`src/rtl/reg_dump_pkg.sv`:
```
// Shared types for the register-file dump reader.
package reg_dump_pkg;

  // Default geometry of the register file being dumped.
  localparam int DUMP_W = 8;
  localparam int DUMP_A = 3;

  typedef enum logic [1:0] {
    IDLE = 2'd0,
    READ = 2'd1,
    SEND = 2'd2,
    DONE = 2'd3
  } dump_state_t;

endpackage : reg_dump_pkg

```
`src/rtl/reg_dump_reader_if.sv`:
```
// Register read port plus valid/ready dump stream of the dump reader.
// The master side is the dump reader; the slave side is the register
// file read port together with the stream consumer.
interface reg_dump_reader_if #(
  parameter int W = 8,
  parameter int A = 3
) ();

  logic [A-1:0] RegAddr;
  logic [W-1:0] RegData;
  logic         DumpValid;
  logic         DumpReady;
  logic [A-1:0] DumpAddr;
  logic [W-1:0] DumpData;
  logic         DumpLast;

  modport master (
    output RegAddr,
    input  RegData,
    output DumpValid,
    input  DumpReady,
    output DumpAddr,
    output DumpData,
    output DumpLast
  );

  modport slave (
    input  RegAddr,
    output RegData,
    input  DumpValid,
    output DumpReady,
    input  DumpAddr,
    input  DumpData,
    input  DumpLast
  );

endinterface : reg_dump_reader_if

```
`src/rtl/reg_dump_reader.sv`:
```
// Sequential debug reader: walks register addresses 0..2**A-1 over a spare
// combinational read port and streams (address, data) beats out on a
// valid/ready interface. Holds HaltReq while active so the core can stall
// register writes. It never writes the register file.
module reg_dump_reader
  import reg_dump_pkg::*;
#(
  parameter int W = DUMP_W,
  parameter int A = DUMP_A
) (
  input  logic               Clk,
  input  logic               Reset_n,
  input  logic               Start,
  input  logic               Abort,
  reg_dump_reader_if.master  bus,
  output logic               Busy,
  output logic               HaltReq,
  output logic               Done
);

  // Index of the final register; terminal test happens before increment so
  // the index never wraps within a dump.
  localparam logic [A-1:0] LAST_IDX = {A{1'b1}};

  dump_state_t  r_state;
  logic [A-1:0] r_index;
  logic [A-1:0] r_addr;
  logic [W-1:0] r_data;
  logic         r_last;
  logic         r_valid;
  logic         r_busy;
  logic         r_done;

  // Dump FSM with index counter, snapshot hold register and registered outputs.
  always_ff @(posedge Clk or negedge Reset_n) begin
    if (!Reset_n) begin
      r_state <= IDLE;
      r_index <= {A{1'b0}};
      r_addr  <= {A{1'b0}};
      r_data  <= {W{1'b0}};
      r_last  <= 1'b0;
      r_valid <= 1'b0;
      r_busy  <= 1'b0;
      r_done  <= 1'b0;
    end else if (Abort && (r_state != IDLE)) begin
      // Cancel: a beat handshaken in this same cycle still counts as
      // delivered, but the dump ends without a Done pulse.
      r_state <= IDLE;
      r_index <= {A{1'b0}};
      r_addr  <= {A{1'b0}};
      r_data  <= {W{1'b0}};
      r_last  <= 1'b0;
      r_valid <= 1'b0;
      r_busy  <= 1'b0;
      r_done  <= 1'b0;
    end else begin
      case (r_state)
        IDLE: begin
          // Start together with Abort keeps the reader idle.
          if (Start && !Abort) begin
            r_state <= READ;
            r_index <= {A{1'b0}};
            r_busy  <= 1'b1;
          end else begin
            r_state <= IDLE;
          end
        end
        READ: begin
          // Snapshot the register so later writes cannot alter this beat.
          r_data  <= bus.RegData;
          r_addr  <= r_index;
          r_last  <= (r_index == LAST_IDX);
          r_valid <= 1'b1;
          r_state <= SEND;
        end
        SEND: begin
          if (bus.DumpReady) begin
            r_valid <= 1'b0;
            r_last  <= 1'b0;
            if (r_index == LAST_IDX) begin
              r_state <= DONE;
              r_done  <= 1'b1;
            end else begin
              r_index <= r_index + {{(A-1){1'b0}}, 1'b1};
              r_state <= READ;
            end
          end else begin
            // Backpressure: hold state and every Dump* output.
            r_state <= SEND;
          end
        end
        DONE: begin
          r_state <= IDLE;
          r_index <= {A{1'b0}};
          r_done  <= 1'b0;
          r_busy  <= 1'b0;
        end
        default: begin
          r_state <= IDLE;
          r_index <= {A{1'b0}};
          r_valid <= 1'b0;
          r_last  <= 1'b0;
          r_busy  <= 1'b0;
          r_done  <= 1'b0;
        end
      endcase
    end
  end

  assign bus.RegAddr   = r_index;
  assign bus.DumpValid = r_valid;
  assign bus.DumpAddr  = r_addr;
  assign bus.DumpData  = r_data;
  assign bus.DumpLast  = r_last;
  assign Busy          = r_busy;
  assign HaltReq       = r_busy;
  assign Done          = r_done;

endmodule : reg_dump_reader
```
`src/flat_wrapper.sv`:
```
// flat-port wrapper written by rule: the top's interface ports become plain ports
module reg_dump_reader_flat import reg_dump_pkg::*;
#(
  parameter int W = DUMP_W,
  parameter int A = DUMP_A
)
  (Clk, Reset_n, Start, Abort, Busy, HaltReq, Done, bus_RegAddr, bus_RegData, bus_DumpValid, bus_DumpReady, bus_DumpAddr, bus_DumpData, bus_DumpLast);
  reg_dump_reader_if #(.W(W), .A(A)) bus_i ();
  input  logic Clk;
  input  logic Reset_n;
  input  logic Start;
  input  logic Abort;
  output logic Busy;
  output logic HaltReq;
  output logic Done;
  output wire logic [$bits(bus_i.RegAddr)-1:0] bus_RegAddr;
  input wire logic [$bits(bus_i.RegData)-1:0] bus_RegData;
  output wire logic [$bits(bus_i.DumpValid)-1:0] bus_DumpValid;
  input wire logic [$bits(bus_i.DumpReady)-1:0] bus_DumpReady;
  output wire logic [$bits(bus_i.DumpAddr)-1:0] bus_DumpAddr;
  output wire logic [$bits(bus_i.DumpData)-1:0] bus_DumpData;
  output wire logic [$bits(bus_i.DumpLast)-1:0] bus_DumpLast;
  assign bus_RegAddr = bus_i.RegAddr;
  assign bus_i.RegData = bus_RegData;
  assign bus_DumpValid = bus_i.DumpValid;
  assign bus_i.DumpReady = bus_DumpReady;
  assign bus_DumpAddr = bus_i.DumpAddr;
  assign bus_DumpData = bus_i.DumpData;
  assign bus_DumpLast = bus_i.DumpLast;
  reg_dump_reader #(.W(W), .A(A)) u_core (.Clk(Clk), .Reset_n(Reset_n), .Start(Start), .Abort(Abort), .bus(bus_i), .Busy(Busy), .HaltReq(HaltReq), .Done(Done));
endmodule
```
`config.mk`:
```
export PLATFORM = sky130hd
export DESIGN_NAME = reg_dump_reader_flat
export DESIGN_NICKNAME = d
export VERILOG_FILES = /design/src/rtl/reg_dump_pkg.sv /design/src/rtl/reg_dump_reader_if.sv /design/src/rtl/reg_dump_reader.sv /design/src/flat_wrapper.sv
export SDC_FILE = /design/constraint.sdc
export NUM_CORES = 1
export LEC_CHECK = 0
export BUFFER_PORTS_ARGS = -buffer_cell sky130_fd_sc_hd__buf_2
export CAP_MARGIN = 25
export CORE_MARGIN = 4
export CORE_UTILIZATION = 38
export CTS_CLUSTER_SIZE = 30
export DETAILED_ROUTE_END_ITERATION = 8
export SLEW_MARGIN = 0
export SYNTH_ARGS = -nofsm -noshare
export SYNTH_HDL_FRONTEND = slang
export SYNTH_SLANG_ARGS = --single-unit
```
`constraint.sdc`:
```
create_clock -name Clk -period 2.6 [get_ports Clk]
set_input_delay 0.13 -clock Clk [delete_from_list [all_inputs] [get_ports Clk]]
set_output_delay 0.13 -clock Clk [all_outputs]
set_load 0.01 [all_outputs]
```
==> Word level (Yosys, flattened, before mapping) <==
Index checks and enable logic that the tools add are counted.
{ "totals": {"register_bits": 20} }
{ "op_classes": {"eq_ne": 8, "reduce_logical": 14, "addsub": 1, "muxes": 26} }
{ "ops": {"columns": ["operator", "count"], "rows": [
  ["3-bit 2-to-1 mux", 6],
  ["8-bit 2-to-1 mux", 2],
  ["1-bit 2-to-1 mux", 9],
  ["3-bit one-hot mux with 3 select lines", 1],
  ["3-bit nonzero test", 3],
  ["1-bit one-hot mux with 2 select lines", 4],
  ["2-bit one-hot mux with 4 select lines", 1],
  ["2-bit 2-to-1 mux", 3],
  ["3-bit by 1-bit inequality test with 1-bit output (second input constant)", 2],
  ["3-bit by 2-bit inequality test with 1-bit output (second input constant)", 2],
  ["2-bit == test (second input constant)", 2],
  ["2-bit AND reduction", 2],
  ["4-bit AND reduction", 1],
  ["2-bit nonzero test", 2],
  ["4-bit nonzero test", 1],
  ["3-bit by 1-bit adder with 3-bit output (second input constant)", 1],
  ["3-bit == test (second input constant)", 1],
  ["3-bit AND reduction", 1],
  ["2-bit by 1-bit == test with 1-bit output (second input constant)", 1],
  ["1-bit logical AND", 2],
  ["2-bit zero test", 1],
  ["1-bit zero test", 1]
]} }

==> Logic depth before layout (Yosys ltp) <==
Gate-level depths: netlist of run 1.
{ "depth": {"depth_word": 5, "mapped_depth": 6, "ltp_nobuf": 5} }

==> Least setup slack after synthesis of run 1 <==
OpenSTA, ideal clock, no wires.
{ "synth_timing": {"path_kind": "reg-to-reg", "start": "register u_core.r_index[0] (netlist: u_core.bus.RegAddr[0])", "end": "register u_core.r_index[1] (netlist: u_core.bus.RegAddr[1])", "path_stages_with_launch": 6, "setup_slack_ps": 672, "period_less_slack_ps": 1928, "path_buffers": 0, "required_time_ps": 2475, "arrival_time_ps": 1804, "path_cell_list": "dfrtp_1 -> ha_1 -> ha_1 -> nand2b_1 -> a222oi_1 -> mux2_2"} }
{ "synth_via": {"elab_chain_len": 5, "elab_cells_between_ends": 8, "classes_between": "1 x add/sub; 2 x eq/ne; 4 x mux; 1 x reduce/logical"} }
{ "synth_rtl": {"columns": ["item", "line_no", "text"], "rows": [
  ["from (decl)", "reg_dump_reader.sv:26", "logic [A-1:0] r_index;"],
  ["from (signal assigned)", "reg_dump_reader.sv:38", "r_index <= {A{1'b0}};"],
  ["from (signal assigned)", "reg_dump_reader.sv:49", "r_index <= {A{1'b0}};"],
  ["from (signal assigned)", "reg_dump_reader.sv:62", "r_index <= {A{1'b0}};"],
  ["3-bit by 1-bit adder with 3-bit output", "reg_dump_reader.sv:84", "r_index <= r_index + {{(A-1){1'b0}}, 1'b1};"],
  ["3-bit 2-to-1 mux", "reg_dump_reader.sv:80", "if (r_index == LAST_IDX) begin"],
  ["3-bit 2-to-1 mux", "reg_dump_reader.sv:77", "if (bus.DumpReady) begin"],
  ["3-bit one-hot mux with 3 select lines", "reg_dump_reader.sv:57", "case (r_state)"],
  ["3-bit 2-to-1 mux", "reg_dump_reader.sv:45", "end else if (Abort && (r_state != IDLE)) begin"]
]} }
Parallel ways exist; a longest one is shown, timed or not. The select of a mux whose other input is x is not followed.
A chain may end at the register's enable or synchronous reset.

==> Final worst setup path of run 1 <==
Ends and elaborated chain as after synthesis.

==> results.md, run 1 <==
### Outcome
• finished, final reports clean — result of the run

### Clock network
• 20 — number of sinks on the clock net
• 0 — post-cts resize count
• 3 — total clock buffers created by CTS
• 0 — buffer count from post-CTS setup fixing
• 1 — hold buffer count at cts
• 0.11 ns — CTS clk-pin slew, worst paths
• yes — CTS tree
• 0.30 ns — clock latency on the worst-skew pair
• sky130_fd_sc_hd__clkbuf_4 — root cell of the clock tree
• 2 — Max Buffers Root-to-Sink
• 1 — number of H-tree levels

### Power and ir drop
• 0.000374 V — IR Drop Worst-Case VDD
• 675 nW/µm² — Pwr per Cell Area
• 0.000649 µW — static leakage
• 831 µW — overall power after layout

### Routing
• 4 — DR pass1 iterations
• 0 — post-route antenna net violation count
• 804 — number of vias in the routed layout
• 8 — Starting DRT DRC Count
• 0 — drt drc
• 2.13 mm — Total Routed Length
• 4.90 — number of vias per cell
• 13.0 µm — detail-routed net length per standard cell

### Yosys
• 101 — number of instances in the synthesized netlist
• 9.94 µm² — mean instance size in the synthesized netlist
• 26 — distinct cell type count of the synthesized netlist
• 0 — number of synthesized flops with an enable pin
• 100% — share of flip-flops with an asynchronous set or reset
• 20 — number of synthesized register bits
• 121 — post-synth net total
• sky130_fd_sc_hd__dfrtp_1 — ys flop type
• 1000 µm² — combined area of all synthesized cells
• 0 — warnings from Yosys
• 49.9% — part of the Yosys area used for sequential elements

### STA
• 0.00207 ns — final setup skew
• 0.571 ns — Least-Margin Pin Slew
• 77.5% — share of the clock period used by the worst path
• 0 — count of endpoints failing setup in the final report
• 496 MHz — highest attainable clock frequency
• 0.0497 ns — worst slack on hold paths
• 2.02 ns — minimum clock period after layout
• 0 — Pins Over Slew Limit
• 0 — hold violation total from the final report
• 61.9% — relative max-transition margin
• 0 ns — TNS Setup
• false — unrepaired setup endpoints after global routing

### Global routing
• 0 — final global-route overflow total
• 3.71 mm — global-route wire length before repair
• 833 — via count of the first global-routing pass
• 13.8% — overall global routing resource usage
• 0 — number of antenna violations at the first check in global routing
• 23 — largest net degree at the start of global routing

### Hold path
• in -> reg — worst hold path class

### Final layout
• 0 — count of inserted antenna diode cells
• 164 — post-route insts no fill
• 155 — # nets final
• 250 — filler instances
• sky130_fd_sc_hd__buf_2 — commonest non-fill, non-tap cell in the layout
• 22.7% — post-synthesis to final-layout area growth
• 1230 µm² — final design instance area without fill
• 29.9% — layout cell share with drive strength beyond 1
• sky130_fd_sc_hd__buf_2, sky130_fd_sc_hd__nand2_1, sky130_fd_sc_hd__dfrtp_1, sky130_fd_sc_hd__ha_1 — commonest cells after routing, fill and taps aside

### Placement
• 159 — dpl cells
• 1180 µm² — cell area after placement
• 1.63 mm — placed wire-length estimate after detailed placement
• 31 — Buffers on Ports
• 0.770 — routability congestion estimate from global placement

### Die
• 18 — number of placement rows
• 40.1% — starting density of the core
• 2500 µm² — core footprint
• 59.4 µm — horizontal extent of the die
• 32 — top-level port count
• 59.4 µm — y dimension of the die
• 3530 µm² — total die area

### Setup path
• 0 — Bufs and invs on worst path
• 2.79 ns — required arrival time at the worst endpoint
• 0.53 ns — delay of the slowest critical-path stage
• register — category of the worst setup path launch point
• ha_1 > ha_1 > nand2b_1 > a222oi_1 > mux2_2 — Critical Path, Cell by Cell
• compound AO/OA/AOI/OAI gates — category of cells accounting for the largest share of critical-path delay
• reg -> reg — critical setup path kind
• register — Setup crit end kind
• sky130_fd_sc_hd__a222oi_1 — slowest stage cell, crit path
• sky130_fd_sc_hd__ha_1 — crit-path most repeated cell
• 3 — worst-path maximum fanout
• 2.21 ns — worst path arrival time

### Flow run
• 0 — number of maximum-capacitance constraint violations

where the power goes:
group	internal (µW)	total, µW	switching (µW)	leakage (µW)
clock network	85.3	181	95.6	0.0000210
logic	109	244	135	0.000371
registers	371	406	35.4	0.000257
cells in the mapped netlist, drive strengths merged, types with 2 or more instances:
library cell / number / share of area [%]
nand2: 23 / 8.6
dfrtp: 20 / 50
o21ai: 10 / 5.0
ha: 7 / 8.7
nand2b: 5 / 3.1
a21oi: 4 / 2.0
inv: 4 / 1.5
clkbuf: 3 / 1.1
mux2: 3 / 3.4
mux2i: 3 / 3.0
nor2b: 3 / 1.9
and3: 2 / 1.2
nor2: 2 / 0.75
kinds of logic (layout without fill, tap and decap cells):
| group | count (synthesis) | in the layout | share of synthesized area, % |
|---|---|---|---|
| fa+ha+maj | 7 | 7 | 8.73 |
| buf+inv | 8 | 41 | 3.37 |
| mux | 6 | 6 | 6.36 |
| compound gates | 22 | 22 | 14.0 |
| flops | 20 | 20 | 49.9 |
| simple gates | 38 | 38 | 17.7 |
worst min-delay path: cells and delay by family:
family,cells,cell delay [ns]
buffers and inverters,1,0.09
AOI/OAI and AO/OA,1,0.05
and+or+nand+nor,1,0.04
final timing paths:
| path | from | endpoint | slack [ns] | depth (start not counted) |
|---|---|---|---|---|
| setup / recovery | u_core.bus.RegAddr[0] | u_core.bus.RegAddr[1] | 0.58 | 5 |
| hold / removal | bus_RegData[7] | u_core.bus.DumpData[7] | 0.05 | 3 |
| setup reg to reg | u_core.bus.RegAddr[0] | u_core.bus.RegAddr[1] | 0.58 | 5 |
| hold reg to reg | u_core.bus.DumpData[0] | u_core.bus.DumpData[0] | 0.49 | 2 |
| max in group asynchronous | Reset_n | u_core.bus.DumpData[0] | 1.98 | 2 |
| min in group asynchronous | Reset_n | u_core.bus.DumpValid | 0.31 | 2 |
layer usage:
layer / vias up / GRT usage [%] / share of wire, %
li1: 413 / - / -
met1: 376 / 17.2 / 46
met2: 13 / 23.1 / 49
met3: 2 / 2.83 / 3.9
met4: 0 / 5.83 / 0.56
met5: - / 0 / 0
through the flow:
step | utilization (%) | setup slack [ns]
after global placement | 47.4 | 0.631
after CTS | 49.2 | 0.565
after floorplan | - | 0.672
after global routing | 49.2 | 0.489
after detailed placement | 47.4 | 0.589
final | 49.2 | 0.584
state kept, by name (all words and copies together) (netlist names):
register / flops
u_core.bus.DumpLast: 1
u_core.Done: 1
u_core.bus.DumpData: 8
u_core.Busy: 1
u_core.bus.RegAddr: 3
u_core.r_state: 2
u_core.bus.DumpAddr: 3
u_core.bus.DumpValid: 1
final cells by class:
cell class                 instances  area [µm²]  area share [%]
sequential                        20         500            40.7
inverter                           4        15.0            1.22
clock buffer                       4        36.3            2.95
multi-input combinational         73         469            38.1
tap                               30        37.5            3.05
timing repair buffer              33         173            14.0
No activity file was read; power rests on OpenSTA's default activity.
==> run 2, diff against run 1 <==
clock period = 1.85 ns   (was 2.6 ns; I/O delays follow)
==> run 2 against run 1 <==
  * Utilization is 5.0 points higher
  * Clock power rose by 38%
  * Hold slack got worse by 0.025 ns
  * Cell area up 10%
  * Sequential power rose by 41%
  * Critical path type unchanged
  * Critical endpoint unchanged
  * Highest routed layer is now met3
==> results.md, run 2 (synthesized netlist as in run 1, its figures left out) <==
### Setup path
• u_core.bus.RegAddr[1] — launching point of the worst reg2reg path
• 2.01 ns — worst path arrival time
• register — category of the worst setup path launch point
• 4 — worst-path maximum fanout
• 6 — worst-case reg-to-reg path depth
• 0.03 ns — reg-to-reg setup timing slack
• reg -> reg — critical setup path kind
• 2.04 ns — required arrival time at the worst endpoint
• u_core.bus.RegAddr[1] — Reg2Reg Capture Point
• register — Setup crit end kind

### Placement
• 1.70 mm — placed wire-length estimate after detailed placement
• 0.0371 ns — dpl ws
• 0.821 — routability congestion estimate from global placement
• 31 — Buffers on Ports

### Global routing
• 0 — final global-route overflow total
• 22.3% — met2 GRT Util
• 3.80 mm — global-route wire length before repair
• 14.1% — overall global routing resource usage
• 23 — largest net degree at the start of global routing
• 18.8% — global-route track usage on met1
• 5.01% — met3 Resource Use GR
• met2 — most congested layer reported by global routing
• 0 — number of antenna violations at the first check in global routing
• 851 — via count of the first global-routing pass

### Clock network
• 0.11 ns — CTS clk-pin slew, worst paths
• yes — CTS tree
• 20 — number of sinks on the clock net
• 1 — number of H-tree levels
• 0.30 ns — clock latency on the worst-skew pair
• 3 — total clock buffers created by CTS
• 2 — Max Buffers Root-to-Sink
• sky130_fd_sc_hd__clkbuf_4 — root cell of the clock tree

### Routing
• 5.02 — number of vias per cell
• 874 — number of vias in the routed layout
• 0 — post-route antenna net violation count
• 28 — Starting DRT DRC Count
• 2.26 mm — Total Routed Length
• 4 — DR pass1 iterations
• 0 — drt drc
• 13.0 µm — detail-routed net length per standard cell

### Final layout
• sky130_fd_sc_hd__buf_2, sky130_fd_sc_hd__nand2_1, sky130_fd_sc_hd__dfrtp_1, sky130_fd_sc_hd__buf_4 — commonest cells after routing, fill and taps aside
• 35.4% — layout cell share with drive strength beyond 1
• 0 — count of inserted antenna diode cells
• sky130_fd_sc_hd__buf_2 — commonest non-fill, non-tap cell in the layout
• 165 — # nets final
• 8 — flip-flop count of the largest register, all copies and words added
• 54.3% — post-layout util
• 35.2% — post-synthesis to final-layout area growth

### STA
• 1.82 ns — minimum clock period after layout
• 0 — count of endpoints failing setup in the final report
• 0.451 ns — Least-Margin Pin Slew
• 0 — hold violation total from the final report
• 98.2% — share of the clock period used by the worst path
• 0.00386 ns — final setup skew
• true — unrepaired setup endpoints after global routing
• 550 MHz — highest attainable clock frequency
• 0 ns — TNS Setup
• 0 — Pins Over Slew Limit
• 69.9% — relative max-transition margin
• 0.0331 ns — Final Worst Setup Slack

### Die
• 40.1% — starting density of the core
• 59.4 µm — horizontal extent of the die
• 3530 µm² — total die area
• 2500 µm² — core footprint
• 18 — number of placement rows
• 32 — top-level port count
• 59.4 µm — y dimension of the die

### Hold path
• 3 — WHS Path Cells
• bus_RegData[3] — launch instance of the worst min-delay path
• u_core.bus.DumpData[3] — Worst Hold Path EP
• in -> reg — worst hold path class

### Power and ir drop
• 819 µW — Internal Power
• 31.6% — part of the power in combinational logic
• 20.8% — clock share of power
• 381 µW — switching component of the power
• 0.000683 V — IR Drop Worst-Case VDD
• 0.000695 µW — static leakage
• 47.6% — Flop pwr share
• 885 nW/µm² — Pwr per Cell Area
• 31.7% — switching power as a share of total power

### Flow run
• 0 — number of maximum-capacitance constraint violations

### Outcome
• finished, final reports clean — result of the run

-- run 2: what timing repair did --
| action | CTS | global route |
|---|---|---|
| setup buffers | 0 | 1 |
| hold endpoints to repair | 23 | 0 |
| endpoints found under the setup margin | 0 | 2 |
| hold buffers | 4 | 0 |
| resized for setup | 0 | 4 |
-- run 2: through the flow --
stage	area, µm²	total power [µW]	hold WS [ns]	std cells
after CTS	1330	1220	0.00861	173
after global placement	1250	938	0.0696	165
after detailed placement	1250	951	0.0722	165
after global routing	1360	1300	0.00237	174
final	1360	1200	0.0242	174
after floorplan	1030	787	-0.203	101
-- run 2: worst max path at each step --
stage | start | end | slack, ns | cells past startpoint
final | u_core.bus.RegAddr[1] | u_core.bus.RegAddr[1] | 0.03 | 6
after global routing | u_core.bus.RegAddr[1] | u_core.bus.RegAddr[1] | -0.07 | 6
after global placement | u_core.bus.RegAddr[1] | u_core.bus.RegAddr[1] | 0.08 | 6
after detailed placement | u_core.bus.RegAddr[1] | u_core.bus.RegAddr[1] | 0.04 | 6
after CTS | u_core.bus.RegAddr[1] | u_core.bus.RegAddr[1] | 0.007 | 6
after floorplan | u_core.bus.RegAddr[1] | u_core.bus.RegAddr[1] | -0.01 | 5
-- run 2: per-layer routing --
metal  up-vias  routed length, µm
met5         -                  0
met4         0                  0
met3         0                145
met2        21               1090
met1       418               1020
li1        435                  -
-- run 2: worst max-delay path, cell delays in order, from the launching register on --
cell	delay [ns]
sky130_fd_sc_hd__dfrtp_1	0.45
sky130_fd_sc_hd__ha_4	0.19
sky130_fd_sc_hd__ha_4	0.15
sky130_fd_sc_hd__nand2b_4	0.12
sky130_fd_sc_hd__a222oi_1	0.31
sky130_fd_sc_hd__buf_4	0.20
sky130_fd_sc_hd__mux2_4	0.30
-- run 2: area by class of cell --
class | instances | area, µm²
fill | 237 | 1140
timing repair buffer | 43 | 255
multi-input combinational | 73 | 512
clock buffer | 4 | 36.3
inverter | 4 | 15.0
tap | 30 | 37.5
sequential | 20 | 500
-- run 2: power by group through the flow --
stage | Sequential (µW) | Clock, µW | Combinational [µW]
after CTS | 570 | 269 | 380
after floorplan | 620 | 0 | 166
after global routing | 584 | 289 | 430
final | 571 | 250 | 379
after global placement | 574 | 0 | 364
after detailed placement | 580 | 0 | 372
